### src/rtl/regfile_multiport_if.sv
// regfile_multiport_if: write, read, clear and dump signals of the multiport register file
interface regfile_multiport_if #(
    parameter int NB_DATA = 32,
    parameter int NB_ADDR = 5,
    parameter int NUM_RD  = 2
);
    logic                      i_we;
    logic [NB_ADDR-1:0]        i_wr_addr;
    logic [NB_DATA-1:0]        i_wr_data;
    logic [NUM_RD*NB_ADDR-1:0] i_rd_addr;
    logic [NUM_RD*NB_DATA-1:0] o_rd_data;
    logic                      i_clear;
    logic                      i_dump_start;
    logic                      o_busy;
    logic                      o_dump_valid;
    logic                      i_dump_ready;
    logic [NB_ADDR-1:0]        o_dump_addr;
    logic [NB_DATA-1:0]        o_dump_data;
    logic                      o_dump_last;

    modport master (
        output i_we, i_wr_addr, i_wr_data, i_rd_addr, i_clear, i_dump_start, i_dump_ready,
        input  o_rd_data, o_busy, o_dump_valid, o_dump_addr, o_dump_data, o_dump_last
    );

    modport slave (
        input  i_we, i_wr_addr, i_wr_data, i_rd_addr, i_clear, i_dump_start, i_dump_ready,
        output o_rd_data, o_busy, o_dump_valid, o_dump_addr, o_dump_data, o_dump_last
    );
endinterface

### src/rtl/regfile_multiport.sv
// regfile_multiport: DLX GPR file, one write port, NUM_RD combinational reads, clear sweep and
// valid/ready register dump. Define REGFILE_BYPASS_EN for same-cycle write-to-read forwarding.
module regfile_multiport #(
    parameter int NB_DATA  = 32,
    parameter int NB_ADDR  = 5,
    parameter int NUM_RD   = 2,
    parameter bit ZERO_REG = 1'b1
) (
    input logic                clk,
    input logic                i_reset,
    regfile_multiport_if.slave rf
);
    localparam int DEPTH = 2 ** NB_ADDR;
    localparam logic [NB_ADDR:0] LAST = (NB_ADDR + 1)'(DEPTH - 1);
`ifdef REGFILE_BYPASS_EN
    localparam bit BYPASS = 1'b1;
`else
    localparam bit BYPASS = 1'b0;
`endif

    typedef enum logic [1:0] {IDLE, CLEAR, DUMP} state_t;

    state_t             state_q, state_d;
    logic [NB_ADDR:0]   cnt_q, cnt_d;
    logic               dump_valid_q, dump_valid_d;
    logic [NB_DATA-1:0] dump_data_q, dump_data_d;
    logic [NB_DATA-1:0] regs_q [DEPTH];
    logic [NB_DATA-1:0] regs_d [DEPTH];
    logic [NB_ADDR-1:0] cnt_idx;
    logic               wr_ok;

    assign cnt_idx = cnt_q[NB_ADDR-1:0];
    assign wr_ok   = rf.i_we && state_q != CLEAR && !(ZERO_REG && rf.i_wr_addr == '0);

    // Combinational read ports, optionally forwarding the write that commits on the next edge
    always_comb begin
        rf.o_rd_data = '0;
        for (int k = 0; k < NUM_RD; k++) begin
            rf.o_rd_data[k*NB_DATA +: NB_DATA] =
                (ZERO_REG && rf.i_rd_addr[k*NB_ADDR +: NB_ADDR] == '0) ? '0 :
                (BYPASS && wr_ok && rf.i_wr_addr == rf.i_rd_addr[k*NB_ADDR +: NB_ADDR]) ? rf.i_wr_data :
                regs_q[rf.i_rd_addr[k*NB_ADDR +: NB_ADDR]];
        end
    end

    // Next-state: register writes, clear sweep and dump sequencing
    always_comb begin
        state_d      = state_q;
        cnt_d        = cnt_q;
        dump_valid_d = dump_valid_q;
        dump_data_d  = dump_data_q;
        regs_d       = regs_q;
        if (wr_ok) regs_d[rf.i_wr_addr] = rf.i_wr_data;
        if (state_q == IDLE) begin
            cnt_d = '0;
            if (rf.i_clear) begin
                state_d = CLEAR;
            end else if (rf.i_dump_start) begin
                state_d      = DUMP;
                dump_valid_d = 1'b1;
                dump_data_d  = regs_q[0];
            end
        end else if (state_q == CLEAR) begin
            regs_d[cnt_idx] = '0;
            cnt_d           = (cnt_q == LAST) ? '0 : cnt_q + 1'b1;
            state_d         = (cnt_q == LAST) ? IDLE : CLEAR;
        end else if (rf.i_dump_ready) begin
            if (cnt_q == LAST) begin
                state_d      = IDLE;
                cnt_d        = '0;
                dump_valid_d = 1'b0;
            end else begin
                cnt_d       = cnt_q + 1'b1;
                dump_data_d = regs_q[cnt_idx + 1'b1];
            end
        end
    end

    // State and register array, asynchronously zeroed
    always_ff @(posedge clk or posedge i_reset) begin
        if (i_reset) begin
            state_q      <= IDLE;
            cnt_q        <= '0;
            dump_valid_q <= 1'b0;
            dump_data_q  <= '0;
            regs_q       <= '{default: '0};
        end else begin
            state_q      <= state_d;
            cnt_q        <= cnt_d;
            dump_valid_q <= dump_valid_d;
            dump_data_q  <= dump_data_d;
            regs_q       <= regs_d;
        end
    end

    assign rf.o_busy       = state_q != IDLE;
    assign rf.o_dump_valid = dump_valid_q;
    assign rf.o_dump_addr  = dump_valid_q ? cnt_idx : '0;
    assign rf.o_dump_data  = dump_data_q;
    assign rf.o_dump_last  = dump_valid_q && cnt_q == LAST;
endmodule
### src/flat_wrapper.sv
// flat-port wrapper written by rule: the top's interface ports become plain ports
module regfile_multiport_flat 
#(
    parameter int NB_DATA  = 32,
    parameter int NB_ADDR  = 5,
    parameter int NUM_RD   = 2,
    parameter bit ZERO_REG = 1'b1
)
  (clk, i_reset, rf_i_we, rf_i_wr_addr, rf_i_wr_data, rf_i_rd_addr, rf_i_clear, rf_i_dump_start, rf_i_dump_ready, rf_o_rd_data, rf_o_busy, rf_o_dump_valid, rf_o_dump_addr, rf_o_dump_data, rf_o_dump_last);
  regfile_multiport_if #(.NB_DATA(NB_DATA), .NB_ADDR(NB_ADDR), .NUM_RD(NUM_RD)) rf_i ();
  input logic clk;
  input logic i_reset;
  input wire logic [$bits(rf_i.i_we)-1:0] rf_i_we;
  input wire logic [$bits(rf_i.i_wr_addr)-1:0] rf_i_wr_addr;
  input wire logic [$bits(rf_i.i_wr_data)-1:0] rf_i_wr_data;
  input wire logic [$bits(rf_i.i_rd_addr)-1:0] rf_i_rd_addr;
  input wire logic [$bits(rf_i.i_clear)-1:0] rf_i_clear;
  input wire logic [$bits(rf_i.i_dump_start)-1:0] rf_i_dump_start;
  input wire logic [$bits(rf_i.i_dump_ready)-1:0] rf_i_dump_ready;
  output wire logic [$bits(rf_i.o_rd_data)-1:0] rf_o_rd_data;
  output wire logic [$bits(rf_i.o_busy)-1:0] rf_o_busy;
  output wire logic [$bits(rf_i.o_dump_valid)-1:0] rf_o_dump_valid;
  output wire logic [$bits(rf_i.o_dump_addr)-1:0] rf_o_dump_addr;
  output wire logic [$bits(rf_i.o_dump_data)-1:0] rf_o_dump_data;
  output wire logic [$bits(rf_i.o_dump_last)-1:0] rf_o_dump_last;
  assign rf_i.i_we = rf_i_we;
  assign rf_i.i_wr_addr = rf_i_wr_addr;
  assign rf_i.i_wr_data = rf_i_wr_data;
  assign rf_i.i_rd_addr = rf_i_rd_addr;
  assign rf_i.i_clear = rf_i_clear;
  assign rf_i.i_dump_start = rf_i_dump_start;
  assign rf_i.i_dump_ready = rf_i_dump_ready;
  assign rf_o_rd_data = rf_i.o_rd_data;
  assign rf_o_busy = rf_i.o_busy;
  assign rf_o_dump_valid = rf_i.o_dump_valid;
  assign rf_o_dump_addr = rf_i.o_dump_addr;
  assign rf_o_dump_data = rf_i.o_dump_data;
  assign rf_o_dump_last = rf_i.o_dump_last;
  regfile_multiport #(.NB_DATA(NB_DATA), .NB_ADDR(NB_ADDR), .NUM_RD(NUM_RD), .ZERO_REG(ZERO_REG)) u_core (.clk(clk), .i_reset(i_reset), .rf(rf_i));
endmodule
### config.mk
export PLATFORM = sky130hd
export DESIGN_NAME = regfile_multiport_flat
export DESIGN_NICKNAME = d
export VERILOG_FILES = /design/src/rtl/regfile_multiport_if.sv /design/src/rtl/regfile_multiport.sv /design/src/flat_wrapper.sv
export SDC_FILE = /design/constraint.sdc
export NUM_CORES = 2
export LEC_CHECK = 0
export BUFFER_PORTS_ARGS = -buffer_cell sky130_fd_sc_hd__buf_4
export CAP_MARGIN = 20
export CORE_ASPECT_RATIO = 1.25
export CORE_MARGIN = 8
export CORE_UTILIZATION = 30
export DETAILED_ROUTE_END_ITERATION = 7
export PLACE_DENSITY = 0.41
export SYNTH_ARGS = -nofsm -noshare
export SYNTH_HDL_FRONTEND = slang
export SYNTH_SLANG_ARGS = --single-unit
### constraint.sdc
create_clock -name clk -period 60.2 [get_ports clk]
set_input_delay 3.01 -clock clk [delete_from_list [all_inputs] [get_ports clk]]
set_output_delay 3.01 -clock clk [all_outputs]
set_load 0.005 [all_outputs]
==> impl_metrics.sql <==
INSERT INTO impl_metrics (metric_group, metric, value, unit) VALUES
('power_and_ir_drop', 'leakage', '29.9', 'nW'),
('worst_setup_path', 'crit_path_frequent_cell', 'sky130_fd_sc_hd__buf_4', ''),
('grt', 'grt_remaining_overflow', '0', ''),
('sta', 'relSlewSlack', '19.4', '%'),
('routing', 'drt.antenna.violating_nets', '0', ''),
('worst_setup_path', 'critPathRequiredTime', '57.19', 'ns'),
('worst_setup_path', 'path_max_fanout', '61', ''),
('sta', 'totalNegativeSetupSlack', '0', 'ns'),
('logic_synthesis', 'yosysUniqueCellTypes', '39', ''),
('routing', 'iteration_0_drc_count_of_the_detailed_router', '7458', ''),
('grt', 'number_of_global_route_vias_before_repair', '56800', ''),
('clock_network', 'cts-buffers-inserted', '132', ''),
('logic_synthesis', 'synth_seq_cells', '1065', ''),
('final_layout', 'final_layout_size_suffix_gt1_share', '24.2', '%'),
('final_layout', 'final.fill_count', '22300', ''),
('floorplanning', 'start_util', '30.2', '%'),
('routing', 'drt-pass1-iter-count', '6', ''),
('grt', 'groute.usage.overall', '29.0', '%'),
('clock_network', 'htreeDepth', '4', ''),
('floorplanning', 'floorplan.die_area', '0.238', 'mm²'),
('floorplanning', 'die_h', '543', 'µm'),
('sta', 'max_clock_freq', '99.3', 'MHz'),
('sta', 'worst_hold_slack', '0.492', 'ns'),
('placement', 'dp_cells', '9000', ''),
('routing', 'drc_errors', '0', ''),
('worst_setup_path', 'crit_path_cell_trace', 'buf_8 > buf_4 > buf_4 > mux4_2 > mux4_2 > mux2i_1 > a21oi_1 > buf_4', ''),
('placement', 'dp.final_hpwl', '207000', 'µm'),
('logic_synthesis', 'synth_xor_xnor_area_share', '0.0394', '%'),
('clock_network', 'clk_pin_slew_worst_setup_hold_paths', '0.05', 'ns'),
('floorplanning', 'fp.coreArea', '0.221', 'mm²'),
('power_and_ir_drop', 'design_power_total', '3.64', 'mW'),
('sta', 'setup_violations', '0', ''),
('logic_synthesis', 'synth-compound-area-share', '9.51', '%'),
('clock_network', 'clock-sinks', '1065', ''),
('sta', 'layout_worst_path_cycle_share', '16.7', '%'),
('sta', 'maxSlewViolCount', '0', ''),
('worst_setup_path', 'startpoint_type', 'input pin', ''),
('status', 'status', 'completed', ''),
('clock_network', 'cts-root-buf', 'sky130_fd_sc_hd__clkbuf_16', ''),
('power_and_ir_drop', 'worst_ir_drop_vdd', '0.0688', 'mV'),
('worst_setup_path', 'cp-end-kind', 'primary output', ''),
('logic_synthesis', 'yosysWarningCount', '0', ''),
('worst_setup_path', 'timing.setup.critical_path_class', 'in -> out', ''),
('logic_synthesis', 'synth_simple_gate_area_share', '14.6', '%'),
('routing', 'route.final.wire_length', '353000', 'µm'),
('routing', 'average_vias_per_placed_instance', '6.20', ''),
('clock_network', 'cts-root-to-sink-buffers', '3', ''),
('placement', 'place.port_buffers', '156', ''),
('routing', 'wire_length_per_cell_after_detailed_routing', '38.2', 'µm'),
('power_and_ir_drop', 'power-per-cell-area', '48.3', 'mW/mm²'),
('logic_synthesis', 'postSynthCellCount', '6434', ''),
('worst_setup_path', 'critical-path-max-stage-delay', '0.86', 'ns'),
('hold_path', 'class_of_the_most_critical_hold_timing_path', 'reg -> reg', ''),
('floorplanning', 'rows', '193', ''),
('logic_synthesis', 'yosysSeqAreaShare', '39.9', '%'),
('final_layout', 'design.final.nets', '6271', ''),
('floorplanning', 'top_level_ports', '157', ''),
('routing', 'count_of_vias_placed_by_the_detailed_router', '57300', ''),
('logic_synthesis', 'synth_top_family_by_area', 'multiplexers', ''),
('logic_synthesis', 'synthesis.nets', '6491', ''),
('logic_synthesis', 'synth_area', '0.0667', 'mm²'),
('clock_network', 'hold_buffers', '0', ''),
('logic_synthesis', 'synth.area.mux_share', '31.7', '%'),
('floorplanning', 'die-width', '438', 'µm'),
('logic_synthesis', 'post_synth.cell_area_avg', '10.4', 'µm²'),
('worst_setup_path', 'critical_path.slowest_cell', 'sky130_fd_sc_hd__buf_4', ''),
('logic_synthesis', 'synth_fa_ha_area_share', '0.0750', '%'),
('run', 'maxCapViolations', '0', ''),
('sta', 'rsz0062_at_grt', 'false', ''),
('grt', 'grt_max_degree', '112', ''),
('clock_network', 'cts_setup_buffers', '0', '');
metrics by stage:
stage | utilization [%] | setup slack (ns) | instance area, µm²
finish | 34.1 | 50.13 | 75400
global route | 34.1 | 50.04 | 75400
CTS | 34.0 | 50.12 | 75300
detailed placement | 32.0 | 50.14 | 70900
global placement | 32.0 | 50.18 | 70800
floorplan | - | 27.21 | 66700
layout make-up:
| cell class | count | area [µm²] | share of cell area, % |
|---|---|---|---|
| multi-input cells | 4696 | 38100 | 50.5 |
| well taps | 2925 | 3660 | 4.86 |
| inverters | 7 | 33.8 | 0.0448 |
| clock inverters | 44 | 559 | 0.742 |
| diodes | 5 | 12.5 | 0.0166 |
| flip-flops and latches | 1065 | 26700 | 35.4 |
| repair buffers | 312 | 2520 | 3.35 |
| clock buffers | 191 | 3880 | 5.15 |
worst max-delay path: cells and delay by family:
family,cells,cell delay (ns)
AO/OA/AOI/OAI,1,0.17
buffers and inverters,4,2.20
multiplexers,3,1.33
layout by cell type (no fill, tap or decap), types with 4 or more instances in the layout:
cell and count:
sky130_fd_sc_hd__and2_1 39, sky130_fd_sc_hd__o31ai_1 35, sky130_fd_sc_hd__diode_2 5, sky130_fd_sc_hd__clkinv_2 21
sky130_fd_sc_hd__dfrtp_1 1062, sky130_fd_sc_hd__nand2_4 19, sky130_fd_sc_hd__bufinv_16 10, sky130_fd_sc_hd__o21ai_0 8
sky130_fd_sc_hd__mux4_2 896, sky130_fd_sc_hd__buf_12 7, sky130_fd_sc_hd__nand2_2 8, sky130_fd_sc_hd__nor4b_1 32
sky130_fd_sc_hd__o22ai_1 32, sky130_fd_sc_hd__nor3_1 9, sky130_fd_sc_hd__clkinvlp_4 4, sky130_fd_sc_hd__clkbuf_16 137
sky130_fd_sc_hd__nand2b_1 6, sky130_fd_sc_hd__clkbuf_8 25, sky130_fd_sc_hd__nor2_4 64, sky130_fd_sc_hd__buf_4 294
sky130_fd_sc_hd__nand3_2 4, sky130_fd_sc_hd__buf_8 4, sky130_fd_sc_hd__nor2_1 110, sky130_fd_sc_hd__clkbuf_1 29
sky130_fd_sc_hd__nand3_1 10, sky130_fd_sc_hd__nor2b_1 8, sky130_fd_sc_hd__mux2i_1 96, sky130_fd_sc_hd__or3_1 5
sky130_fd_sc_hd__nand2_1 2163, sky130_fd_sc_hd__a21oi_1 1088, sky130_fd_sc_hd__inv_1 6, sky130_fd_sc_hd__clkinv_8 6
sky130_fd_sc_hd__a32o_1 32
Yosys cell counts, drive strengths merged:
library cell,instances,area share (%)
nand2,2190,12
a21oi,1088,8.2
dfrtp,1065,40
mux4,896,30
clkbuf,439,2.5
buf,227,1.7
nor2,174,0.98
mux2i,96,1.4
and2,39,0.37
o31ai,35,0.39
a32o,32,0.48
nor4b,32,0.42
o22ai,32,0.30
nand3,14,0.11
nor3,11,0.082
nor2b,9,0.084
o21ai,8,0.060
inv,7,0.039
nand2b,7,0.066
or3,5,0.047
ha,4,0.075
nand4,3,0.028
o211ai,3,0.034
and3,2,0.019
nand3b,2,0.022
o311ai,2,0.026
or2,2,0.019
xor2,2,0.026
a21o,1,0.011
a22oi,1,0.011
a31oi,1,0.0094
and3b,1,0.013
nor4,1,0.0094
o31a,1,0.013
o41ai,1,0.013
xnor2,1,0.013
where the power goes:
part | internal (mW) | leakage (nW) | switching [mW]
clock network | 0.492 | 2.18 | 0.354
logic | 0.744 | 13.6 | 0.839
registers | 0.946 | 14.1 | 0.269
total | 2.18 | 29.9 | 1.46
sequential cells by signal (all words and copies together) (netlist names):
register / cells
u_core.regs_q: 1024
u_core.rf.o_dump_data: 32
u_core.cnt_q: 6
u_core.state_q: 2
u_core.rf.o_dump_valid: 1
metal layers:
| metal | vias up | global-route usage (%) | part of all wire (%) | wire (µm) |
|---|---|---|---|---|
| met5 | - | 0 | 0.011 | 40 |
| met4 | 6 | 17.3 | 7.1 | 24900 |
| met3 | 1043 | 6.72 | 8.6 | 30400 |
| met2 | 3488 | 46.6 | 47 | 166000 |
| met1 | 30100 | 35.6 | 37 | 132000 |
| li1 | 22700 | - | - | - |
cell families (layout without fill, tap and decap cells):
group,count (synthesis),after routing
DFF,1065,1065
buffers and inverters,673,554
muxes,992,992
adders and majority gates,4,4
AOI/OAI and AO/OA,1205,1205
other,0,5
and+or+nand+nor,2492,2492
xor gates and xnor gates,3,3
path summary, 6_finish.rpt:
path	startpoint	endpoint	slack, ns	cells past startpoint
worst max-delay path	rf_i_rd_addr[1]	rf_o_rd_data[11]	50.13	8
worst min-delay path	u_core.cnt_q[5]	u_core.cnt_q[5]	0.49	1
worst max register to register	u_core.cnt_q[0]	u_core.rf.o_dump_data[19]	54.42	9
worst min register to register	u_core.cnt_q[5]	u_core.cnt_q[5]	0.49	1
max in group asynchronous	i_reset	u_core.regs_q[965]	54.62	6
min in group asynchronous	i_reset	u_core.regs_q[217]	2.27	2
No activity file was read; power rests on OpenSTA's default activity.
